<file path="src/rtl/spi_sram_pkg.sv">
// Shared constants and types for the SPI serial-SRAM Wishbone responder.
// Optional feature macro: SPI_SRAM_SEQ_READ_EN (sequential-read HOLD mode).
package spi_sram_pkg;

    localparam logic [7:0] CMD_READ  = 8'h03;
    localparam logic [7:0] CMD_WRITE = 8'h02;

    localparam int unsigned CMD_BITS  = 8;
    localparam int unsigned DATA_BITS = 8;

    // Idle clocks spent in HOLD before chip select is released
    localparam int unsigned HOLD_TIMEOUT = 64;
    localparam int unsigned HOLD_CNT_W   = $clog2(HOLD_TIMEOUT);

    typedef enum logic [1:0] {
        ST_IDLE  = 2'd0,
        ST_SHIFT = 2'd1,
        ST_DONE  = 2'd2,
        ST_HOLD  = 2'd3
    } state_t;

    // Total bits in a full command frame: opcode + address + data
    function automatic int unsigned frame_bits(input int unsigned addr_bits);
        return CMD_BITS + addr_bits + DATA_BITS;
    endfunction

endpackage

</file>
<file path="src/rtl/spi_sram_shifter.sv">
// SPI mode-0 bit engine: parallel load, MSB-first transmit, 8-bit receive,
// SCK at clk/2, and a combinational done flag on the edge that ends the last bit.
module spi_sram_shifter #(
    parameter int unsigned WIDTH = 40,
    parameter int unsigned CNT_W = 6
) (
    input  logic             clk_i,
    input  logic             rst_i,
    input  logic             load,
    input  logic [WIDTH-1:0] load_data,
    input  logic [CNT_W-1:0] last_bit,
    input  logic             miso,
    output logic             sck,
    output logic             mosi,
    output logic [7:0]       rx_byte,
    output logic             done
);

    logic [WIDTH-1:0] sh;
    logic [CNT_W-1:0] cnt;
    logic [CNT_W-1:0] last;
    logic             busy;
    logic [7:0]       rx;

    // Shift engine: rising SCK on odd edges, falling SCK + sample/advance on even edges
    always_ff @(posedge clk_i or posedge rst_i) begin
        if (rst_i) begin
            sh   <= '0;
            cnt  <= '0;
            last <= '0;
            busy <= 1'b0;
            sck  <= 1'b0;
            rx   <= '0;
        end else if (load) begin
            sh   <= load_data;
            cnt  <= '0;
            last <= last_bit;
            busy <= 1'b1;
            sck  <= 1'b0;
        end else if (busy) begin
            if (!sck) begin
                sck <= 1'b1;
            end else begin
                sck <= 1'b0;
                rx  <= {rx[6:0], miso};
                if (cnt == last) begin
                    busy <= 1'b0;
                    sh   <= '0;
                end else begin
                    sh  <= {sh[WIDTH-2:0], 1'b0};
                    cnt <= cnt + CNT_W'(1);
                end
            end
        end
    end

    assign mosi    = sh[WIDTH-1];
    // Final MISO bit is folded in so the caller can capture the byte on the done edge
    assign rx_byte = {rx[6:0], miso};
    assign done    = busy & sck & (cnt == last);

endmodule

</file>
<file path="src/rtl/spi_sram_wb_responder.sv">
// Wishbone byte responder backed by an SPI mode-0 serial SRAM.
// Each access becomes one opcode/address/data frame; with SPI_SRAM_SEQ_READ_EN
// defined, chip select is held after a read so an incrementing read streams
// only the next data byte.
module spi_sram_wb_responder
    import spi_sram_pkg::*;
#(
    parameter int unsigned ADDR_WIDTH    = 24,
    parameter int unsigned SPI_ADDR_BITS = 24
) (
    input  logic                  clk_i,
    input  logic                  rst_i,
    input  logic                  wbs_cyc_i,
    input  logic                  wbs_stb_i,
    input  logic [ADDR_WIDTH-1:0] wbs_adr_i,
    input  logic                  wbs_we_i,
    input  logic [7:0]            wbs_dat_i,
    output logic                  wbs_ack_o,
    output logic                  wbs_err_o,
    output logic                  wbs_rty_o,
    output logic [7:0]            wbs_dat_o,
    output logic                  spi_cs_n_o,
    output logic                  spi_sck_o,
    output logic                  spi_mosi_o,
    input  logic                  spi_miso_i
);

    localparam int unsigned FRAME_BITS = frame_bits(SPI_ADDR_BITS);
    localparam int unsigned CNT_W      = $clog2(FRAME_BITS);

    state_t                  state;
    logic                    req;
    logic                    is_read;
    logic                    sh_load;
    logic [FRAME_BITS-1:0]   sh_data;
    logic [CNT_W-1:0]        sh_last;
    logic [7:0]              sh_rx;
    logic                    sh_done;

`ifdef SPI_SRAM_SEQ_READ_EN
    logic [SPI_ADDR_BITS-1:0] last_adr;
    logic [SPI_ADDR_BITS-1:0] next_adr;
    logic [HOLD_CNT_W-1:0]    hold_cnt;
    logic                     cont_hit;

    assign next_adr = last_adr + SPI_ADDR_BITS'(1);
    assign cont_hit = !wbs_we_i && (wbs_adr_i[SPI_ADDR_BITS-1:0] == next_adr);
`endif

    assign wbs_err_o = 1'b0;
    assign wbs_rty_o = 1'b0;

    // The !ack gate keeps a request still asserted during ack from being taken twice
    assign req = wbs_cyc_i & wbs_stb_i & ~wbs_ack_o;

    // Shifter load selection: full frame from IDLE, data-only frame for a continuation
    always_comb begin
        sh_load = 1'b0;
        sh_data = '0;
        sh_last = CNT_W'(FRAME_BITS - 1);
        if (state == ST_IDLE && req) begin
            sh_load = 1'b1;
            sh_data = {(wbs_we_i ? CMD_WRITE : CMD_READ),
                       wbs_adr_i[SPI_ADDR_BITS-1:0],
                       (wbs_we_i ? wbs_dat_i : 8'h00)};
        end
`ifdef SPI_SRAM_SEQ_READ_EN
        if (state == ST_HOLD && req && cont_hit) begin
            sh_load = 1'b1;
            sh_data = '0;
            sh_last = CNT_W'(DATA_BITS - 1);
        end
`endif
    end

    spi_sram_shifter #(
        .WIDTH (FRAME_BITS),
        .CNT_W (CNT_W)
    ) u_shifter (
        .clk_i     (clk_i),
        .rst_i     (rst_i),
        .load      (sh_load),
        .load_data (sh_data),
        .last_bit  (sh_last),
        .miso      (spi_miso_i),
        .sck       (spi_sck_o),
        .mosi      (spi_mosi_o),
        .rx_byte   (sh_rx),
        .done      (sh_done)
    );

    // Wishbone handshake and transaction sequencing
    always_ff @(posedge clk_i or posedge rst_i) begin
        if (rst_i) begin
            state      <= ST_IDLE;
            spi_cs_n_o <= 1'b1;
            wbs_ack_o  <= 1'b0;
            wbs_dat_o  <= 8'h00;
            is_read    <= 1'b0;
`ifdef SPI_SRAM_SEQ_READ_EN
            last_adr   <= '0;
            hold_cnt   <= '0;
`endif
        end else begin
            case (state)
                ST_IDLE: begin
                    wbs_ack_o <= 1'b0;
                    if (req) begin
                        spi_cs_n_o <= 1'b0;
                        is_read    <= ~wbs_we_i;
                        state      <= ST_SHIFT;
`ifdef SPI_SRAM_SEQ_READ_EN
                        last_adr   <= wbs_adr_i[SPI_ADDR_BITS-1:0];
`endif
                    end
                end
                ST_SHIFT: begin
                    if (sh_done) begin
                        // A master that abandoned the cycle gets no ack, but the frame still completes
                        wbs_ack_o <= wbs_cyc_i & wbs_stb_i;
                        if (is_read) begin
                            wbs_dat_o <= sh_rx;
                        end
`ifdef SPI_SRAM_SEQ_READ_EN
                        spi_cs_n_o <= ~(is_read & wbs_cyc_i & wbs_stb_i);
`else
                        spi_cs_n_o <= 1'b1;
`endif
                        state <= ST_DONE;
                    end
                end
                ST_DONE: begin
                    wbs_ack_o <= 1'b0;
`ifdef SPI_SRAM_SEQ_READ_EN
                    hold_cnt <= '0;
                    state    <= spi_cs_n_o ? ST_IDLE : ST_HOLD;
`else
                    state    <= ST_IDLE;
`endif
                end
`ifdef SPI_SRAM_SEQ_READ_EN
                ST_HOLD: begin
                    if (req) begin
                        if (cont_hit) begin
                            last_adr <= wbs_adr_i[SPI_ADDR_BITS-1:0];
                            state    <= ST_SHIFT;
                        end else begin
                            // Release CS for a clock; IDLE then starts a full frame
                            spi_cs_n_o <= 1'b1;
                            state      <= ST_IDLE;
                        end
                    end else if (hold_cnt == HOLD_CNT_W'(HOLD_TIMEOUT - 1)) begin
                        spi_cs_n_o <= 1'b1;
                        state      <= ST_IDLE;
                    end else begin
                        hold_cnt <= hold_cnt + HOLD_CNT_W'(1);
                    end
                end
`endif
                default: begin
                    state <= ST_IDLE;
                end
            endcase
        end
    end

endmodule

</file>
<file path="config.mk">
export PLATFORM = sky130hd
export DESIGN_NAME = spi_sram_wb_responder
export DESIGN_NICKNAME = d
export VERILOG_FILES = /design/src/rtl/spi_sram_pkg.sv /design/src/rtl/spi_sram_shifter.sv /design/src/rtl/spi_sram_wb_responder.sv
export SDC_FILE = /design/constraint.sdc
export NUM_CORES = 1
export LEC_CHECK = 0
export CAP_MARGIN = 25
export CORE_MARGIN = 5
export CORE_UTILIZATION = 53
export DETAILED_ROUTE_END_ITERATION = 6
export GPL_ROUTABILITY_DRIVEN = 0
export GPL_TIMING_DRIVEN = 0
export PLACE_DENSITY = 0.79
export REMOVE_ABC_BUFFERS = 1
export SYNTH_ARGS = -nofsm -noshare
export SYNTH_HDL_FRONTEND = slang
export SYNTH_SLANG_ARGS = --single-unit
</file>
<file path="constraint.sdc">
create_clock -name clk_i -period 3.1 [get_ports clk_i]
set_input_delay 0.62 -clock clk_i [delete_from_list [all_inputs] [get_ports clk_i]]
set_output_delay 0.62 -clock clk_i [all_outputs]
set_load 0.02 [all_outputs]
</file>
==> results of run 1 <==
[synthesized netlist by cell type, types with 4 or more instances]
library cell	number	share of area, %
mux2_2	15	5.3
buf_2	8	1.3
nor2_1	40	4.7
o21ai_0	6	0.95
nand3_1	11	1.7
a31oi_1	9	1.8
clkbuf_1	15	1.8
dfrtp_1	68	54
a21oi_1	52	8.2
a32o_1	6	1.9
nand4_1	38	7.5
nand2b_1	4	0.79
nand2_1	7	0.83
[stage by stage]
stage	TNS, ps	setup slack, ps	total power [W]	area, sq um
6_report	0	617.6	0.003351	3959
4_1_cts	0	639.0	0.003359	3959
3_5_place_dp	0	274.0	0.002535	3734
3_3_place_gp	-50130	-959.6	0.002378	3613
5_1_grt	0	494.7	0.003559	3959
2_1_floorplan	0	419.5	0.002142	3029
[sequential cells by signal, indices dropped and copies added, names as in the netlist]
signal / flops
u_shifter.sh: 40
state: 2
u_shifter.rx: 7
u_shifter.cnt: 6
wbs_ack_o: 1
spi_cs_n_o: 1
u_shifter.sck: 1
u_shifter.last: 1
is_read: 1
u_shifter.busy: 1
wbs_dat_o: 8
[cell type report]
type	count	area share, %
clock buffer	12	3.919
clock inverter	4	1.770
inverter	1	0.1580
multi-input combinational	214	33.09
sequential	69	43.65
tap	75	2.370
timing repair buffer	54	15.04
[layout by cell type, fill, tap and decap left out, drive strengths merged, types with 5 or more instances in the layout]
cell,synthesis,layout
nor2,40,40
clkdlybuf4s50,0,49
a31oi,9,9
nand4,38,38
nand3,11,11
clkbuf,15,12
buf,14,5
a21oi,52,52
dfrtp,68,68
a32o,6,6
mux2,15,15
o21ai,7,7
nand2,7,7
[power by group]
part | internal [W] | total [W] | switching [W]
Sequential | 0.00126 | 0.00151 | 0.000253
Clock | 0.000495 | 0.000823 | 0.000329
Combinational | 0.000506 | 0.00101 | 0.000508
[critical path, cell delays in order]
cell,delay (ps)
clkdlybuf4s50_1,560
nand4bb_1,210
nor2_4,750
nor2_1,280
a32o_1,290
[how the worst max path moves through the flow]
stage | endpoint | depth (start not counted) | startpoint | slack (ps)
after floorplan | u_shifter.sh[38] | 4 | wbs_stb_i | 420
after global placement | u_shifter.sh[39] | 5 | wbs_stb_i | -960
after detailed placement | u_shifter.sh[39] | 5 | wbs_stb_i | 270
after CTS | u_shifter.sh[39] | 5 | wbs_stb_i | 640
after global routing | u_shifter.sh[36] | 5 | wbs_stb_i | 490
final | u_shifter.sh[39] | 5 | wbs_stb_i | 620
[per-layer routing]
layer | part of all wire (%) | GRT usage [%] | vias to the layer above
li1 | - | - | 1213
met1 | 41 | 25.59 | 1263
met2 | 51 | 32.19 | 84
met3 | 5.5 | 3.217 | 20
met4 | 2.3 | 10.32 | 0
met5 | 0 | 0 | -
[logic make-up after synthesis]
family                     Yosys count
xor gates and xnor gates             3
and+or+nand+nor                    111
adders and majority gates            1
buffers and inverters               30
DFF                                 69
muxes                               18
other                                1
AOI/OAI and AO/OA                   79
==> flow_summary_export.csv, run 1 <==
group,metric,value,unit
yosys,post_synth.cell_area_avg,10.14,sq um
sta,finalMaxSlewViolations,0,
clock_network,clockRootBuffer,"clkbuf_8",
drt,via_per_inst,6.014,
global_routing,gr-usage-all-layers,19.86,%
yosys,synth-edff-count,0,
sta,clock.fmax,0.4028,GHz
critical_path,worst-setup-path-type,"input port to flip-flop",
drt,drtAntennaViolNets,0,
place,hpwl,4582,um
sta,rsz0062_at_grt,"false",
worst_hold_path,min_from,"u_shifter.sh[38]",
layout,multi_input_area,1310,sq um
global_routing,number_of_global_route_vias_before_repair,2585,
sta,hold_viol_final,0,
drt,detailed_route_drc_error_count,0,
layout,syn2layout_area_growth,25.16,%
layout,nFillCells,449,
floorplanning,num_rows,28,
critical_path,worst_r2r_endpoint,"wbs_ack_o",
flow_run,max_cap_violations,0,
critical_path,cp_data_arrival_time,2720,ps
clock_network,worst_skew_pair.late_latency,350,ps
clock_network,cts.clk_slew.worst_paths,70,ps
layout,nNetsFinal,388,
yosys,synth_adder_area_share,0.3956,%
drt,starting_drc_count_in_detailed_routing,209,
yosys,synth.area.mux_share,6.290,%
yosys,ys_warn_count,0,
clock_network,cts_hold_repair.buffers,0,
critical_path,critical_path.startpoint_type,"input port",
power_and_ir_drop,powerDensity,846.6,nW/um^2
layout,area.sequential,1728,sq um
global_routing,grt_start_max_net_pins,70,
place,place.detailed.instances,413,
global_routing,grt_first_pass_wirelength,11880,um
critical_path,max_fanout_on_critical_path,40,
floorplanning,die_w,87.25,um
sta,timing.max_slew.rel_slack,37.00,%
sta,setup_violations,0,
drt,detailroute.via_count,2580,
power_and_ir_drop,peakVddDrop,0.5453,mV
critical_path,ff2ff_path_depth,4,
layout,finalNonFillerCells,429,
drt,drtPass1Iterations,4,
yosys,post_synth_and_or_nand_nor_area_fraction,18.43,%
yosys,post_synth_instance_area,3163,sq um
sta,period_minus_slack,2482,ps
clock_network,clock_sink_count,69,
layout,drive_gt1_share,12.43,%
yosys,part_of_the_yosys_area_used_for_sequential_elements,54.63,%
floorplanning,die_y,87.25,um
worst_hold_path,min_path_type,"flip-flop to flip-flop",
yosys,synth_top_family_by_area,"simple AND/OR/NAND/NOR gates",
sta,worst_pin_slew,938.7,ps
critical_path,regToRegStartpoint,"u_shifter.cnt[3]",
sta,fin_skew,8.225,ps
global_routing,antenna_found_initial,0,
power_and_ir_drop,p_leak,1.670,nW
critical_path,r2r_slack,840,ps
floorplanning,design.die.area,7613,sq um
critical_path,critPathCaptureType,"flip-flop",
floorplanning,placeableCoreArea,5851,sq um
place,port_buffer_count,49,
floorplanning,top_level_ports,52,
yosys,synth-compound-area-share,14.83,%
yosys,syn_inst,312,
yosys,synth_async_sr_flop_share,100.0,%
layout,final_core_utilization,67.66,%
clock_network,tritoncts,"done",
global_routing,global_route_congestion_overflow_total,0,
layout,antenna_cells_inserted,0,
yosys,seq_cells_post_synth,69,
worst_hold_path,min_delay_worst_endpoint,"u_shifter.sh[38]",
floorplanning,start_util,54.06,%
clock_network,h-tree-depth,3,
outcome,run_status,"finished, final reports clean",
yosys,ys_dominant_reg_cell,"dfrtp_1",
worst_hold_path,min_path_cells,1,
clock_network,cts_setup_buffers,0,
sta,worst_hold_slack,503.0,ps
drt,postRouteWirelength,7136,um
clock_network,cts_buffers,9,
clock_network,cts_resized,0,
drt,routed_wire_length_per_instance,16.63,um
yosys,yosysUniqueCellTypes,37,
sta,period_share,80.08,%
clock_network,cts_buffer_depth,2,
yosys,synth_xor_xnor_area_share,0.8307,%
critical_path,cp_data_required_time,3340,ps
Power figures use the tool's default switching activity.
==> run 2: changes to the inputs <==
--- a/config.mk
+++ b/config.mk
@@ -7,11 +7,11 @@
 export LEC_CHECK = 0
 export CAP_MARGIN = 25
 export CORE_MARGIN = 5
-export CORE_UTILIZATION = 53
+export CORE_UTILIZATION = 48
 export DETAILED_ROUTE_END_ITERATION = 6
 export GPL_ROUTABILITY_DRIVEN = 0
 export GPL_TIMING_DRIVEN = 0
-export PLACE_DENSITY = 0.79
+export PLACE_DENSITY = 0.76
 export REMOVE_ABC_BUFFERS = 1
 export SYNTH_ARGS = -nofsm -noshare
 export SYNTH_HDL_FRONTEND = slang
==> constraint.sdc (replaced) <==
create_clock -name clk_i -period 2.1 [get_ports clk_i]
set_input_delay 0.42 -clock clk_i [delete_from_list [all_inputs] [get_ports clk_i]]
set_output_delay 0.42 -clock clk_i [all_outputs]
set_load 0.02 [all_outputs]
==> flow_summary_export.csv, run 2 (synthesis results as in run 1) <==
group,metric,value,unit
outcome,run_status,"finished, violations left",
outcome,failed_checks,"setup timing",
clock_network,cts_buffer_depth,2,
clock_network,h-tree-depth,3,
power_and_ir_drop,p_leak,1.654,nW
global_routing,number_of_global_route_vias_before_repair,2519,
drt,via_per_inst,6.007,
layout,final_core_utilization,61.85,%
critical_path,worst-setup-path-type,"flip-flop to flip-flop",
clock_network,clockRootBuffer,"clkbuf_8",
power_and_ir_drop,power.share.combinational,32.2,%
critical_path,critPathCaptureType,"flip-flop",
sta,period_minus_slack,2129,ps
drt,detailroute.via_count,2601,
critical_path,critical_path.startpoint_type,"flip-flop",
worst_hold_path,min_path_type,"flip-flop to flip-flop",
global_routing,grt_start_max_net_pins,70,
layout,max_flop_register,"u_shifter.sh",
drt,starting_drc_count_in_detailed_routing,203,
floorplanning,top_level_ports,52,
clock_network,worst_skew_pair.late_latency,340,ps
floorplanning,die_y,91.18,um
drt,drtAntennaViolNets,0,
flow_run,max_cap_violations,0,
layout,syn2layout_area_growth,24.88,%
floorplanning,placeableCoreArea,6386,sq um
place,port_buffer_count,49,
critical_path,cp_slowest_cell,"a31oi_1",
layout,drive_gt1_share,13.48,%
drt,routedLengthMet1,3085,um
drt,drtPass1Iterations,4,
floorplanning,start_util,49.53,%
global_routing,grt_first_pass_wirelength,12240,um
layout,nFillCells,517,
drt,detailed_route_drc_error_count,0,
global_routing,antenna_found_initial,0,
power_and_ir_drop,pwr-share-clk,20.0,%
critical_path,cp_cell_sequence,"nor3_1, a31oi_1, buf_4, mux2_2",
power_and_ir_drop,fin_total_pwr,0.004688,W
sta,period_share,101.4,%
layout,reg_top3,"u_shifter.sh (40), wbs_dat_o (8), u_shifter.rx (7)",
clock_network,cts.clk_slew.worst_paths,60,ps
sta,timing.max_slew.rel_slack,44.38,%
place,hpwl,4392,um
sta,fin_skew,13.27,ps
critical_path,r2r_slack,-30,ps
layout,multi_input_area,1344,sq um
layout,area.sequential,1728,sq um
drt,dr.max_layer_used,"met4",
clock_network,tritoncts,"done",
drt,routed_wire_length_per_instance,16.76,um
critical_path,worst_r2r_endpoint,"u_shifter.rx[5]",
critical_path,cp_data_required_time,2320,ps
sta,hold_viol_final,0,
sta,clock.fmax,0.4696,GHz
layout,layout_common_cells,"68 x dfrtp_1, 52 x a21oi_1, 49 x clkdlybuf4s50_1",
clock_network,cts_buffers,9,
sta,postLayoutSetupSlackWorst,-29.30,ps
clock_network,cts_hold_repair.buffers,0,
floorplanning,die_w,91.18,um
critical_path,regToRegStartpoint,"state[0]",
layout,antenna_cells_inserted,0,
drt,postRouteWirelength,7255,um
critical_path,worstSetupStartpoint,"state[0]",
power_and_ir_drop,power.net_switching,0.001598,W
sta,finalMaxSlewViolations,0,
drt,met3WireLength,402,um
layout,mostFrequentLayoutCell,"dfrtp_1",
global_routing,global_route_congestion_overflow_total,0,
layout,largest_register_ff_count,40,
sta,rsz0062_at_grt,"true",
power_and_ir_drop,peakVddDrop,0.6514,mV
floorplanning,design.die.area,8313,sq um
clock_network,clock_sink_count,69,
sta,worst_pin_slew,834.2,ps
critical_path,timing.critical_path.to,"u_shifter.rx[5]",
critical_path,cpPeakStageDelay,630,ps
power_and_ir_drop,fraction_of_power_consumed_by_sequential_logic,47.8,%
critical_path,max_fanout_on_critical_path,8,
global_routing,gr-usage-all-layers,18.16,%
critical_path,cp_data_arrival_time,2350,ps
sta,setup_violations,7,
power_and_ir_drop,power_report.internal_total,0.003090,W
drt,met2_wirelength,3628,um
power_and_ir_drop,powerDensity,1187,nW/um^2
critical_path,ff2ff_path_depth,4,
layout,nNetsFinal,392,
power_and_ir_drop,swShare,34.09,%
floorplanning,num_rows,29,
## run 2: timing repair
item	in CTS	in global routing
endpoints found under the setup margin	16	27
resized for setup	3	2
buffers inserted	0	2
pin swaps	2	1
cloned	2	0
## run 2: final cells by class
| type | instances | area share [%] |
|---|---|---|
| inverters | 1 | 0.1584 |
| repair buffers | 56 | 15.46 |
| clock buffers | 12 | 3.928 |
| clock inverters | 2 | 0.2534 |
| well taps | 77 | 2.439 |
| flip-flops and latches | 69 | 43.74 |
| multi-input cells | 216 | 34.02 |
## run 2: worst max-delay path, delay by kind of cell, from the launching register on
family | cells | cell delay (ps)
AO/OA/AOI/OAI | 1 | 630
buffers and inverters | 1 | 280
AND/OR/NAND/NOR | 1 | 180
flip-flops | 1 | 580
multiplexers | 1 | 340
## run 2: how the worst min path moves through the flow
stage,startpoint,end,depth (start not counted)
5_1_grt,u_shifter.sh[39],u_shifter.sh[39],1
2_1_floorplan,u_shifter.sh[38],u_shifter.sh[38],1
3_3_place_gp,u_shifter.sh[36],u_shifter.sh[36],1
4_1_cts,u_shifter.sh[34],u_shifter.sh[34],1
3_5_place_dp,u_shifter.sh[34],u_shifter.sh[34],1
6_report,u_shifter.sh[34],u_shifter.sh[34],1
## run 2: per-layer routing
| metal | track usage, % | up-vias |
|---|---|---|
| met4 | 7.213 | 0 |
| met1 | 23.82 | 1281 |
| met3 | 3.719 | 12 |
| met2 | 29.51 | 87 |
| li1 | - | 1221 |
| met5 | 0 | - |
## run 2: power by group through the flow
stage	Combinational [W]	Sequential (W)	Clock, W
2_1_floorplan	0.000978	0.00218	0
3_3_place_gp	0.00131	0.00221	0
3_5_place_dp	0.00148	0.00224	0
4_1_cts	0.00151	0.00223	0.000962
5_1_grt	0.00169	0.00231	0.00101
6_report	0.00151	0.00224	0.000940
## run 2: metrics by stage
step,std cells,worst slack [ps],cell area [sq um],setup TNS [ps],hold slack [ps]
final,433,-29.30,3950,-93.49,493.7
after global routing,433,-131.3,3950,-933.0,515.7
after CTS,431,-41.73,3928,-43.52,495.7
after detailed placement,415,-499.3,3736,-10980,481.1
after global placement,410,-1856,3616,-156680,472.7
after floorplan,284,-535.9,3029,-15990,463.6
